--- config.mk ---
export PLATFORM = sky130hd
export DESIGN_NAME = s2p_shift_ctrl_flat
export DESIGN_NICKNAME = d
export VERILOG_FILES = /design/src/rtl/s2p_pkg.sv /design/src/rtl/s2p_shift_ctrl_if.sv /design/src/rtl/s2p_bit_counter.sv /design/src/rtl/s2p_shift_ctrl.sv /design/src/flat_wrapper.sv
export SDC_FILE = /design/constraint.sdc
export NUM_CORES = 1
export LEC_CHECK = 0
export CORE_MARGIN = 10
export CORE_UTILIZATION = 25
export DETAILED_ROUTE_END_ITERATION = 7
export GPL_ROUTABILITY_DRIVEN = 0
export HOLD_SLACK_MARGIN = 0.12
export MAX_ROUTING_LAYER = met4
export PLACE_DENSITY = 0.58
export SETUP_SLACK_MARGIN = 0.15
export SLEW_MARGIN = 20
export SYNTH_ARGS = -nofsm -noshare
export SYNTH_HDL_FRONTEND = slang
export SYNTH_SLANG_ARGS = --single-unit
--- constraint.sdc ---
create_clock -name clk -period 1.45 [get_ports clk]
set_clock_uncertainty 0.1 [all_clocks]
set_input_delay 0.29 -clock clk [delete_from_list [all_inputs] [get_ports clk]]
set_output_delay 0.29 -clock clk [all_outputs]
set_load 0.05 [all_outputs]
--- src/rtl/s2p_pkg.sv ---
// s2p_pkg: shared state encoding and word-size constants for the S2P path
package s2p_pkg;
   localparam int N_DEF = 4;
   localparam int W = 2**N_DEF;
   typedef enum logic [1:0] {IDLE = 2'd0, SHIFT = 2'd1, LOAD = 2'd2} state_t;
endpackage

--- src/rtl/s2p_shift_ctrl_if.sv ---
// s2p_shift_ctrl_if: serial input / parallel word bundle between producer and S2P front end
interface s2p_shift_ctrl_if import s2p_pkg::*; #(parameter int N = N_DEF);
   logic sin, sin_valid, sync_clr, load_en, busy;
   logic [2**N-1:0] par_out;
   logic [N-1:0] bit_cnt;
   modport master(output sin, sin_valid, sync_clr, input par_out, load_en, busy, bit_cnt);
   modport slave(input sin, sin_valid, sync_clr, output par_out, load_en, busy, bit_cnt);
endinterface

--- src/rtl/s2p_bit_counter.sv ---
// s2p_bit_counter: N-bit bit counter with clear, load-1 and natural-wrap increment
module s2p_bit_counter #(parameter int N = 4) (
   input  logic         clk,
   input  logic         rst_n,
   input  logic         clr,
   input  logic         load1,
   input  logic         inc,
   output logic [N-1:0] cnt
);
   always_ff @(posedge clk or negedge rst_n)
      if (!rst_n) cnt <= '0;
      else if (clr) cnt <= '0;
      else if (load1) cnt <= N'(1);
      else if (inc) cnt <= cnt + 1'b1;
endmodule

--- src/rtl/s2p_shift_ctrl.sv ---
// s2p_shift_ctrl: serial-to-parallel shifter with IDLE/SHIFT/LOAD word FSM and load strobe
// Define S2P_MSB_FIRST_EN for MSB-first shifting; default build is LSB-first.
module s2p_shift_ctrl import s2p_pkg::*; #(parameter int N = N_DEF) (
   input logic           clk,
   input logic           rst_n,
   s2p_shift_ctrl_if.slave bus
);
   localparam int WL = 2**N;
   state_t state, next;
   logic take, last;
   logic [WL-1:0] par;
   assign take = bus.sin_valid && !bus.sync_clr;
   assign last = bus.bit_cnt == N'(WL-1);
   always_ff @(posedge clk or negedge rst_n)
      if (!rst_n) state <= IDLE;
      else state <= next;
   // a valid bit in LOAD starts the next word, so full-rate frames need no bubble
   always_comb begin
      next = IDLE;
      next = bus.sync_clr ? IDLE :
             state == SHIFT ? ((bus.sin_valid && last) ? LOAD : SHIFT) :
             bus.sin_valid ? SHIFT : IDLE;
   end
   s2p_bit_counter #(.N(N)) u_cnt (
      .clk(clk), .rst_n(rst_n), .clr(bus.sync_clr),
      .load1(take && state != SHIFT), .inc(take && state == SHIFT), .cnt(bus.bit_cnt)
   );
   always_ff @(posedge clk or negedge rst_n)
      if (!rst_n) par <= '0;
      else if (bus.sync_clr) par <= '0;
`ifdef S2P_MSB_FIRST_EN
      else if (take) par <= {par[WL-2:0], bus.sin};
`else
      else if (take) par <= {bus.sin, par[WL-1:1]};
`endif
   assign bus.par_out = par;
   assign bus.busy = state == SHIFT;
   assign bus.load_en = state == LOAD;
endmodule
--- src/flat_wrapper.sv ---
// flat-port wrapper written by rule: the top's interface ports become plain ports
module s2p_shift_ctrl_flat import s2p_pkg::*;
#(parameter int N = N_DEF)
  (clk, rst_n, bus_sin, bus_sin_valid, bus_sync_clr, bus_par_out, bus_load_en, bus_busy, bus_bit_cnt);
  s2p_shift_ctrl_if #(.N(N)) bus_i ();
  input logic clk;
  input logic rst_n;
  input wire logic [$bits(bus_i.sin)-1:0] bus_sin;
  input wire logic [$bits(bus_i.sin_valid)-1:0] bus_sin_valid;
  input wire logic [$bits(bus_i.sync_clr)-1:0] bus_sync_clr;
  output wire logic [$bits(bus_i.par_out)-1:0] bus_par_out;
  output wire logic [$bits(bus_i.load_en)-1:0] bus_load_en;
  output wire logic [$bits(bus_i.busy)-1:0] bus_busy;
  output wire logic [$bits(bus_i.bit_cnt)-1:0] bus_bit_cnt;
  assign bus_i.sin = bus_sin;
  assign bus_i.sin_valid = bus_sin_valid;
  assign bus_i.sync_clr = bus_sync_clr;
  assign bus_par_out = bus_i.par_out;
  assign bus_load_en = bus_i.load_en;
  assign bus_busy = bus_i.busy;
  assign bus_bit_cnt = bus_i.bit_cnt;
  s2p_shift_ctrl #(.N(N)) u_core (.clk(clk), .rst_n(rst_n), .bus(bus_i));
endmodule
# Yosys cells after proc, flatten, opt, wreduce, memory -nomap -nowiden
# Index checks and enable logic that the tools add are counted.
dict set report word_totals {
  ff_bits 22
  latch_bits 0
  ram_bits 0
  mem_bits_ro 0
  input_bits 5
  out_inout_bits 22
  wordCells 24
  n_memories 0
}
dict set report classes {
  add_sub_neg 1
  multipliers 0
  n_div 0
  order_cmp 0
  eq_ne 4
  shift 0
  n_mux 9
  n_bitwise 0
  n_reduce_logical 7
}
# op count
set ops {}
lappend ops {{$mux W16} 2}
lappend ops {{$mux W4} 3}
lappend ops {{$mux W2} 3}
lappend ops {{$add A4 B1 Y4 const B} 1}
lappend ops {{$eq A4 B4 Y1 const B} 1}
lappend ops {{$logic_and A1 B1 Y1} 4}
lappend ops {{$reduce_bool A3 Y1} 1}
lappend ops {{$eq A2 B1 Y1 const B} 1}
lappend ops {{$eq A2 B2 Y1 const B} 1}
lappend ops {{$ne A2 B1 Y1 const B} 1}
lappend ops {{$reduce_bool A2 Y1} 1}
lappend ops {{$logic_not A1 Y1} 1}
lappend ops {{$mux W1} 1}

# Longest topological paths before layout
dict set report logic_depth {
  depth_word 6
  ltp_mapped 4
  depth_no_buf 4
}

# By module
# From an unflattened synthesis, not the netlist that was laid out.
dict set report hier_totals {
  cells_unflattened 80
  area_unflattened_um2 988.4
}
# module instances cells_each area_each_um2 seq_area_each_um2
set modules_own_cells {}
lappend modules_own_cells {s2p_shift_ctrl 1 63 788.3 450.4}
lappend modules_own_cells {s2p_bit_counter 1 17 200.2 100.1}

# Least setup slack after synthesis
# No wires, ideal clock.
dict set report synth_path {
  path_type {register -> register}
  start {register u_core.state[0]}
  end {register u_core.u_cnt.cnt[2]}
  setup_time_ps 78
  arrival_ps 1586
  required_ps 1272
  path_slack_ps -314
  path_stages_with_launch 4
  path_buffers 0
  period_less_slack_ps 1764
  cell_sequence {dfrtp_1 > nor2b_1 > o21ai_0 > a21oi_1}
}
dict set report synth_between {
  elab_cells_between_ends 7
  cone_classes {2 x eq/ne; 2 x mux; 3 x reduce/logical}
}
# element line
set synth_lines {}
lappend synth_lines {{start, declared} s2p_shift_ctrl.sv:9} ;# state_t state, next;
lappend synth_lines {{start signal, assigned} s2p_shift_ctrl.sv:16} ;# else state <= next;
lappend synth_lines {{$eq A2 B1 Y1} --}
lappend synth_lines {{named net bus_busy} flat_wrapper.sv:13} ;# output wire logic [$bits(bus_i.busy)-1:0] bus_busy;
lappend synth_lines {{$logic_and A1 B1 Y1} s2p_shift_ctrl.sv:26} ;# .load1(take && state != SHIFT), .inc(take && state == SHIFT), .cnt(bus.bit_cnt)
lappend synth_lines {{$reduce_bool A3 Y1 (no line)} --}
lappend synth_lines {{end signal, assigned} s2p_bit_counter.sv:14} ;# else if (inc) cnt <= cnt + 1'b1;
lappend synth_lines {{end, declared} s2p_bit_counter.sv:8} ;# output logic [N-1:0] cnt
# The timed path passes the listed nets, and every way through them passes these cells.
# A chain may end at the register's enable or synchronous reset.

# Final worst setup path
dict set report layout_path {
  start {register u_core.state[1]}
  end {output port bus_load_en}
}
dict set report layout_between {
  elab_chain_len 1
}
# element line
set layout_lines {}
lappend layout_lines {{$eq A2 B2 Y1} s2p_shift_ctrl.sv:38} ;# assign bus.load_en = state == LOAD;
lappend layout_lines {{end, declared} flat_wrapper.sv:12} ;# output wire logic [$bits(bus_i.load_en)-1:0] bus_load_en;
# No other way between the ends.

==> impl_metrics.yaml <==
outcome:
  status: "complete, no violations"
floorplan:
  dieArea_um2: 6710
  fp.coreArea_um2: 3690
  core.rowCount: 22
  die_h_um: 81.9
  die_x_um: 81.9
  start_util_pct: 26.0
  pin_count: 27
detailed_routing:
  viasPerCell: 4.38
  drt.antenna.violating_nets: 0
  firstDrtPassIters: 2
  drc: 0
  routedWlPerCell_um: 14.3
  drt-total-wl_mm: 2.40
  drtIter0Drc: 34
  vias: 735
layout:
  syn_to_final_growth_pct: 76.1
  multi_input_area_um2: 412
  post_route_cells_drive_above_1_share_pct: 43.3
  nets: 127
  diodes: 0
  fillCellCount: 364
  final_cells: 168
  regArea_um2: 559
timing:
  max-slew-margin-rel_pct: 80.4
  finalCriticalPeriod_ns: 1.42
  tightest_slew_ns: 0.294
  finalCritPeriodShare_pct: 98.2
  finalMaxSlewViolations: 0
  finalSetupViolations: 0
  rsz0062_at_grt: "yes"
  timing.setup.tns_ns: 0
  max_clock_freq_mhz: 702
  hold_viol: 0
yosys:
  ys_warn_count: 0
  synth_compound_area_share_pct: 2.74
  synth_top_cell_area_share_pct: 57.4
  synth_nets: 89
  syn_avg_cell_area_um2: 11.5
  ys_ff_latch: 22
  syn_area_um2: 958
  synth_cell_types: 16
  synthFlopType: "dfrtp_1"
  synth_fa_ha_area_share_pct: 1.31
  yosys-top-cells-area: "dfrtp_1 57%, mux2i_1 18%, nor2_1 7.4%"
  synth_mux_area_share_pct: 17.8
  synth_edf_count: 0
  synthArstFlopShare_pct: 100
  synth-seq-area-share_pct: 57.4
  synthCells: 83
  yosys.area_share.simple_pct: 17.6
  synth_top_area_cell: "dfrtp_1"
  synthXorXnorAreaFrac_pct: 0
  synth_top_family_by_area: "multiplexers"
placement:
  place_inst: 157
  port_buffers: 26
  hpwl_mm: 1.65
setup_path:
  cp-end-kind: "output pin"
  r2r_cells: 5
  rrSetupSlack_ns: 0.19
  worstSetupPathType: "register to output pin"
  endpoint: "bus_load_en"
  crit_arrival_ns: 1.03
  cp_max_fo: 3
  cp-start-kind: "register"
  rr_startpoint: "u_core.u_cnt.cnt[0]$_DFFE_PN0P_"
  r2r_end: "u_core.u_cnt.cnt[3]$_DFFE_PN0P_"
  startpoint: "u_core.state[1]$_DFF_PN0_"
  cp.required_ns: 1.06
power:
  ir_drop_uv: 319
  power_density_nw_per_um2: 742
  p_leak_nw: 0.775
global_route:
  grt_start_max_net_pins: 23
  grt_overflow_total: 0
  top_usage_layer: "met2"
  grt_pass1_wl_mm: 3.91
  grt_util_met3_pct: 3.28
  met2_usage_pct: 10.5
  groute.usage.overall_pct: 7.89
  grt_pass1_vias: 785
  use_met1_pct: 9.89
  antenna_found_initial: 0
job:
  maxCapViolCount: 0
cts:
  clockBufferDepth: 2
  path_clk_slew_ns: 0.08
  cts_hold_buf: 0
  numCtsBuffers: 3
  root_buffer: "clkbuf_8"
  clock_latency_ns: 0.27
  cts_tree: "yes"
  clkSinkCount: 22
  cts_max_level: 1
worst_hold_path:
  min_path_type: "input port to async pin"
==> per-stage QoR <==
stage	utilization (%)	hold WS (ns)	area (um^2)	power, mW	setup WS, ns
after floorplan	-	-0.106	972	0.721	0.0814
after global placement	41.9	0.469	1550	0.806	-0.172
after detailed placement	41.9	0.479	1550	0.809	-0.213
after CTS	44.4	0.272	1640	1.27	0.0109
after global routing	45.8	0.277	1690	1.32	-0.0257
final	45.8	0.270	1690	1.25	0.0258
==> cells in the mapped netlist, types with 2 or more instances <==
| master | n |
|---|---|
| nand3_1 | 3 |
| mux2i_1 | 17 |
| nor2_1 | 19 |
| nor2b_1 | 4 |
| a21oi_1 | 3 |
| clkbuf_1 | 2 |
| nor3_1 | 2 |
| dfrtp_1 | 22 |
| buf_4 | 3 |
| nand2b_1 | 2 |
==> final cells by class <==
type                            count  area share [%]
Tap cell                           48            3.56
Timing Repair Buffer               38            35.7
Sequential cell                    22            33.1
Multi-Input combinational cell     56            24.4
Clock buffer                        4            3.26
==> per-layer routing <==
metal	share of wire, %	up-vias
li1	-	352
met1	46	355
met2	45	21
met3	7.2	7
met4	1.7	0
met5	0	-
==> flip-flops by register name, indices dropped and copies added (netlist names) <==
signal,cells
u_core.bus.par_out,16
u_core.u_cnt.cnt,4
u_core.state,2
==> kinds of logic (layout without fill, tap and decap cells) <==
| family | Yosys count | after routing |
|---|---|---|
| AOI/OAI and AO/OA | 5 | 5 |
| adders and majority gates | 1 | 1 |
| buffers and inverters | 5 | 42 |
| DFF | 22 | 22 |
| muxes | 17 | 17 |
| and+or+nand+nor | 33 | 33 |
==> worst max-delay path, cell delays in order, from the launching register on <==
cell	delay, ns
dfrtp_1	0.41
nor2b_2	0.21
buf_12	0.15
==> cell usage in the layout (no fill, tap or decap) <==
master | synthesis | layout
dlygate4sd2_1 | 0 | 1
a31oi_1 | 1 | 1
nand2b_1 | 2 | 2
mux2i_1 | 17 | 17
nor2b_4 | 0 | 1
nand3_1 | 3 | 2
nor2b_2 | 0 | 1
a21oi_1 | 3 | 2
buf_6 | 0 | 2
nand3b_4 | 1 | 1
clkbuf_8 | 0 | 4
dfrtp_1 | 22 | 15
clkdlybuf4s50_1 | 0 | 3
nor2_1 | 19 | 19
ha_2 | 0 | 1
a21oi_2 | 0 | 1
or3_4 | 0 | 1
buf_12 | 0 | 24
nor2b_1 | 4 | 2
buf_4 | 3 | 8
and3b_1 | 1 | 1
dfrtp_2 | 0 | 7
nand3_4 | 0 | 1
o21ai_1 | 0 | 1
nor3_1 | 2 | 2
==> timing repair <==
item / in CTS / in global routing
setup buffers: 4 / 3
resized for setup: 4 / 9
cloned: 0 / 0
setup endpoints to repair: 22 / 12
==> where the power goes <==
part / switching, mW / internal (mW)
clock: 0.201 / 0.242
combinational: 0.0921 / 0.0868
sequential: 0.00934 / 0.622
==> how the worst min path moves through the flow <==
stage | slack [ns] | to | from
3_5_place_dp | 0.48 | u_core.bus.par_out[0]$_DFFE_PN0P_ | u_core.bus.par_out[0]$_DFFE_PN0P_
4_1_cts | 0.27 | u_core.bus.par_out[14]$_DFFE_PN0P_ | rst_n
3_3_place_gp | 0.47 | u_core.bus.par_out[0]$_DFFE_PN0P_ | u_core.bus.par_out[0]$_DFFE_PN0P_
2_1_floorplan | -0.11 | u_core.bus.par_out[0]$_DFFE_PN0P_ | rst_n
6_report | 0.27 | u_core.bus.par_out[14]$_DFFE_PN0P_ | rst_n
5_1_grt | 0.28 | u_core.bus.par_out[14]$_DFFE_PN0P_ | rst_n
(Power assumes the default switching activity.)
